File: src/rtl/dec38_display_pkg.sv
// Shared types and constants for the dec38_display block.
// Optional feature macro: DEC38_BLANK_EN (adds a one-cycle BLANK state after SHOW).
package dec38_display_pkg;

  localparam int unsigned IDX_W = 3;
  localparam int unsigned LED_W = 8;
  localparam int unsigned SEG_W = 7;

  typedef enum logic [1:0] {
    IDLE  = 2'd0,
    SHOW  = 2'd1,
    BLANK = 2'd2
  } state_e;

  // All segments off (active-low).
  localparam logic [SEG_W-1:0] SEG_BLANK = 7'h7F;

  // Digit patterns {g,f,e,d,c,b,a}, active-low; entry i is digit i.
  localparam logic [LED_W-1:0][SEG_W-1:0] DIGIT_PAT = {
    7'h78, 7'h02, 7'h12, 7'h19, 7'h30, 7'h24, 7'h79, 7'h40
  };

endpackage

File: src/rtl/dec38_display_dec38.sv
// Combinational 3-to-8 one-hot decoder; all-zero output when disabled.
module dec38
  import dec38_display_pkg::*;
(
  input  logic [IDX_W-1:0] idx_i,
  input  logic             en_i,
  output logic [LED_W-1:0] onehot_o
);

  // At most one bit set, and only when enabled.
  always_comb begin
    onehot_o = '0;
    if (en_i) begin
      onehot_o[idx_i] = 1'b1;
    end
  end

endmodule

File: src/rtl/dec38_display.sv
// Registered 3-to-8 decoder and seven-segment driver with a programmable dwell.
// Optional feature macro: DEC38_BLANK_EN (blank display for one cycle after SHOW,
// display stays blank in IDLE). Without it, the last value holds through IDLE.
module dec38_display
  import dec38_display_pkg::*;
#(
  parameter int unsigned DWELL = 4
) (
  input  logic             clk,
  input  logic             rst_n,
  input  logic             in_valid,
  output logic             in_ready,
  input  logic [IDX_W-1:0] in_idx,
  input  logic             in_flag,
  output logic [LED_W-1:0] led,
  output logic [SEG_W-1:0] hex0,
  output logic             busy
);

  localparam int unsigned CW = $clog2(DWELL + 1);

  state_e           state_q, state_d;
  logic [CW-1:0]    cnt_q, cnt_d;
  logic [LED_W-1:0] led_q, led_d;
  logic [SEG_W-1:0] hex_q, hex_d;
  logic [LED_W-1:0] dec_led;

  dec38 u_dec38 (
    .idx_i    (in_idx),
    .en_i     (in_flag),
    .onehot_o (dec_led)
  );

  // State, dwell counter and display registers; reset aborts any SHOW.
  always_ff @(posedge clk or negedge rst_n) begin
    if (!rst_n) begin
      state_q <= IDLE;
      cnt_q   <= '0;
      led_q   <= '0;
      hex_q   <= SEG_BLANK;
    end else begin
      state_q <= state_d;
      cnt_q   <= cnt_d;
      led_q   <= led_d;
      hex_q   <= hex_d;
    end
  end

  // Next state: accept in IDLE, count down the dwell in SHOW.
  always_comb begin
    state_d = state_q;
    cnt_d   = cnt_q;
    led_d   = led_q;
    hex_d   = hex_q;
    case (state_q)
      IDLE: begin
        if (in_valid) begin
          state_d = SHOW;
          cnt_d   = CW'(DWELL - 1);
          led_d   = dec_led;
          hex_d   = in_flag ? DIGIT_PAT[in_idx] : SEG_BLANK;
        end
      end
      SHOW: begin
        if (cnt_q == '0) begin
`ifdef DEC38_BLANK_EN
          state_d = BLANK;
          led_d   = '0;
          hex_d   = SEG_BLANK;
`else
          state_d = IDLE;
`endif
        end else begin
          cnt_d = cnt_q - CW'(1);
        end
      end
      BLANK:   state_d = IDLE;
      default: state_d = IDLE;
    endcase
  end

  // Handshake and status decoded from the state register only.
  always_comb begin
    in_ready = (state_q == IDLE);
    busy     = (state_q != IDLE);
    led      = led_q;
    hex0     = hex_q;
  end

endmodule

File: config.mk
export PLATFORM = sky130hd
export DESIGN_NAME = dec38_display
export DESIGN_NICKNAME = d
export VERILOG_FILES = /design/src/rtl/dec38_display_pkg.sv /design/src/rtl/dec38_display_dec38.sv /design/src/rtl/dec38_display.sv
export SDC_FILE = /design/constraint.sdc
export NUM_CORES = 1
export LEC_CHECK = 0
export CORE_MARGIN = 3
export CORE_UTILIZATION = 52
export DETAILED_ROUTE_END_ITERATION = 8
export GPL_ROUTABILITY_DRIVEN = 0
export PLACE_DENSITY = 0.87
export SYNTH_ARGS = -nofsm -noshare
export SYNTH_HDL_FRONTEND = slang
export SYNTH_HIERARCHICAL = 1
export SYNTH_SLANG_ARGS = --single-unit
File: constraint.sdc
create_clock -name clk -period 2.1 [get_ports clk]
set_input_delay 0.21 -clock clk [delete_from_list [all_inputs] [get_ports clk]]
set_output_delay 0.21 -clock clk [all_outputs]
set_load 0.02 [all_outputs]
* Word-level counts from Yosys, hierarchy flattened
Memory sizes are Yosys's and may differ from the RTL's. Index checks and enable logic that the tools add are counted.
Word-level totals: register bits 20, latch bits 0, bits in writable memories 0, bits in read-only memories 56, memories 1
Operators by class: add/subtract/negate cells 1, $mul 0, divide/modulo/power cells 0, order comparisons 2, eq/ne operators 4, shift-type cells 0, multiplexer cells 11, bitwise gates (word level) 0, reduce and logical (&&, ||, !) cells 8
Memory list:
- (name not given) | words 8, bits a word 7, read ports 1, clocked after Yosys merged registers in 0, wr ports 0, line dec38_display.sv:61 | hex_d = in_flag ? DIGIT_PAT[in_idx] : SEG_BLANK;
Operators with widths (count):
- 7-bit 2-to-1 mux | 2
- 8-bit 2-to-1 mux | 1
- 3-bit 2-to-1 mux | 2
- 2-bit inequality test, second input constant | 3
- 3-bit one-hot mux with 2 select lines | 1
- 3-bit by 4-bit less-than comparator with 1-bit output, second input constant | 1
- 2-bit 2-to-1 mux | 2
- 2-bit one-hot mux with 2 select lines | 1
- 2-bit AND reduction | 2
- 2-bit nonzero test | 2
- 1-bit demux with 3-bit select | 1
- 3-bit by 1-bit >= comparator with 1-bit output, second input constant | 1
- 3-bit zero test | 1
- 3-bit AND reduction | 1
- 3-bit by 1-bit subtractor with 3-bit output, second input constant | 1
- 2-bit by 1-bit == test with 1-bit output, second input constant | 1
- 2-bit zero test | 1
- 1-bit logical AND | 1
- 1-bit 2-to-1 mux | 1

* Logic depth before layout (Yosys ltp)
depth in word-level cells 5, mapped depth 6, depth with buffers taken out 5

* Cells and area by module
Netlist, hierarchy kept.
Modules (own cells, without submodules):
- dec38_display | times used 1, cells an instance 82, area each 962.2 sq um, seq. area each 484.2 sq um
- dec38 | times used 1, cells an instance 8, area each 95.1 sq um, seq. area each 0.0 sq um

* Least setup slack after synthesis
OpenSTA, ideal clock, no wires.
path kind register to register, from register state_q[0], to register led_q[0] (netlist: led[0]), arrival 1.233 ns, data required time 1.975 ns, setup slack 0.742 ns, cell stages (with the launch flop) 6, path through dfrtp_1 buf_6 nor2b_2 buf_6 buf_12 mux2_4
Between the ends: longest elaborated chain between the ends 2
Ends and longest elaborated chain:
- start: declaration | line dec38_display.sv:22 | state_e state_q, state_d;
- start signal: assignment | line dec38_display.sv:42 | state_q <= state_d;
- 2-bit zero test | line dec38_display.sv:55 | case (state_q)
- 2-bit AND reduction (no line)
- end signal: assignment | line dec38_display.sv:44 | led_q <= led_d;
- end: declaration | line dec38_display.sv:24 | logic [LED_W-1:0] led_q, led_d;
Every way passes these cells. A chain may end at the register's enable or synchronous reset.

* Final worst setup path
from register state_q[0], to output port in_ready
Between the ends: longest elaborated chain between the ends 1
Ends and longest elaborated chain:
- 2-bit zero test | line dec38_display.sv:84 | in_ready = (state_q == IDLE);
- end: declaration | line dec38_display.sv:12 | output logic in_ready,
Every way passes these cells.

==> qor.csv <==
metric,value,unit
status,finished clean,
cells after synthesis,90,
number of fill cells,127,
share of the synthesized area in the top cell type,0.2840,
Initial Utilization,0.5808,
share of cells above drive strength 1,0.2328,
via count,744,
worst path arrival time,1550,ps
Placed Cells,137,
n_diodes,0,
post-synthesis sequential area ratio,0.4580,
Clock Power Share,0.119,
startpoint types,flop,
Critical Path RT,1890,ps
fin cells,141,
Slew @ Worst Pin,479.5,ps
Post-Syn Area per Cell,11.75,um2
Die W,51.09,um
DP HPWL,1.456,mm
worst slew margin relative to its limit,0.6793,
register bit total from synthesis,19,
CTS sink cnt,19,
CTS buffer count,3,
CTS HTree Levels,1,
Leakage,0.5967,nW
Mapped Area,1057,um2
Gate power share,0.468,
number of synthesized flops with an enable pin,0,
syn_nets,104,
final critical-path share of the clock period,0.8380,
WL final,1.972,mm
pwr/cell area,1153,nW/um2
Synth area leaders,"dfrtp_1 (28%), dfstp_2 (17%), ha_1 (8.3%)",
"delay-heaviest family, CP",buffers and inverters,
DR WL/cell,13.99,um
Pins Over Slew Limit,0,
CTS Buffer Depth,2,
vias in the first global route,787,
DRT Pass-1 Iters,3,
final instance area,1318,um2
Core Region,1821,um2
CP Max Fanout,9,
cell-internal power,0.0009658,W
Total GRT Usage,0.1791,
clock-pin transition on the worst setup and hold timing paths,110,ps
RSZ-0062 raised after global routing,false,
CP bufs+invs,2,
DR DRC count,0,
clock latency on the worst-skew pair,290,ps
Setup crit end kind,output port,
setup_tns,0,ps
CTS tree,built,
fin crit period,1760,ps
Max Cap Violations,0,
Synthesis Warnings,6,
initial antenna violation count,0,
IO Port Bufs,23,
final setup vio count,0,
Die H,51.09,um
fmax,568.3,MHz
CTS resizes,0,
die area,2610,um2
Post-synth ARST share,1.000,
top-count cell post-synth,dfrtp_1,
Yosys top cell by area,dfrtp_1,
via/cell ratio,5.277,
largest net degree at the start of global routing,24,
drt first-iter violations,15,
net switching power,0.0005536,W
Post-CTS Hold Buffers,0,
first-pass GRT wire length,3.581,mm
Post-DRT Antenna Nets,0,
Ports,24,
critical path's slowest cell,clkdlybuf4s50_1,
switching share of total power,0.3643,
nets@finish,131,
Final Hold Fails,0,
WS Path Type,reg -> out,
fin util,0.7237,
sequential share of power,0.413,
row count,15,
post-synth cell types,28,
Hold Crit Class,in -> async,
Area Overhead vs Synth,24.62,%
Worst Skew,8.490,ps
Worst VDD drop,0.7064,mV
total grt overflow,0,
crit-path cells,"inv_1, clkdlybuf4s50_1",
Max stage delay on crit path,610,ps
Placement Cell Area,1291,um2
hold_ws,227.3,ps
most instantiated cells after synthesis,"dfrtp_1 (12), nor2_1 (10), a31oi_1 (7), dfstp_2 (7), ha_1 (7)",
Root Buffer,clkbuf_4,
setup bufs post-CTS,0,
top_reg_cell synth,dfrtp_1,
per-layer routing:
| metal | share of wire | global-route usage |
|---|---|---|
| met4 | 0.0020 | 0.05381 |
| met2 | 0.49 | 0.2918 |
| met1 | 0.46 | 0.2360 |
| met5 | 0 | 0 |
| met3 | 0.050 | 0.04082 |
per-stage QoR:
stage	worst slack, ps	total power (W)
after detailed placement	330.8	0.001355
after global routing	273.9	0.001638
after floorplan	741.7	0.001092
after global placement	422.2	0.001318
final	340.3	0.001519
after CTS	331.2	0.001536
worst paths after layout:
kind	startpoint	endpoint	slack, ps	cells past startpoint
worst max register to register	state_q[0]$_DFFE_PN0P_	led[5]$_DFFE_PN0P_	670	3
worst min register to register	hex0[2]$_DFFE_PN1P_	hex0[2]$_DFFE_PN1P_	500	2
min in group clk	hex0[2]$_DFFE_PN1P_	hex0[2]$_DFFE_PN1P_	500	2
worst max-delay path	state_q[0]$_DFFE_PN0P_	in_ready	340	2
max in group asynchronous	rst_n	hex0[2]$_DFFE_PN1P_	1600	2
worst min-delay path	rst_n	led[6]$_DFFE_PN0P_	230	2
power groups by stage:
stage	registers, W	clock network, W	logic [W]
after CTS	0.000631	0.000185	0.000720
after detailed placement	0.000637	0	0.000718
after global placement	0.000625	0	0.000692
final	0.000628	0.000181	0.000711
after global routing	0.000655	0.000203	0.000780
after floorplan	0.000743	0	0.000349
logic make-up after synthesis:
| group | share of synthesized area |
|---|---|
| muxes | 0.1219 |
| xor gates and xnor gates | 0.008286 |
| DFF | 0.4580 |
| adders and majority gates | 0.08284 |
| AOI/OAI and AO/OA | 0.08285 |
| and+or+nand+nor | 0.1775 |
| buffers and inverters | 0.06864 |
area by class of cell:
cell class                 count  area (um2)  area share
multi-input combinational     61       500.5      0.3799
timing repair buffer          26       252.7      0.1918
inverter                       6       22.52     0.01709
clock buffer                   4       26.28     0.01994
tap                           25       31.28     0.02374
sequential                    19       484.2      0.3675
placed cells by master (no fill, tap or decap), types with 5 or more instances in the layout:
cell type,synthesis,layout
ha_1,7,7
a31oi_1,7,7
dfrtp_1,12,12
dfstp_2,7,7
inv_1,6,6
mux2_4,5,5
nor2_1,10,10
nand2_1,5,5
clkdlybuf4s50_1,0,23
worst reg2reg max path: cells and delay by family, from the launching register on:
kind | cells | cell delay (ps)
buf+inv | 1 | 280
flops | 1 | 500
mux | 1 | 380
simple gates | 1 | 150
state kept, by name (all words and copies together), names as in the netlist:
| name | cells |
|---|---|
| cnt_q | 3 |
| hex0 | 7 |
| led | 8 |
| state_q | 1 |
(Power assumes the default switching activity.)
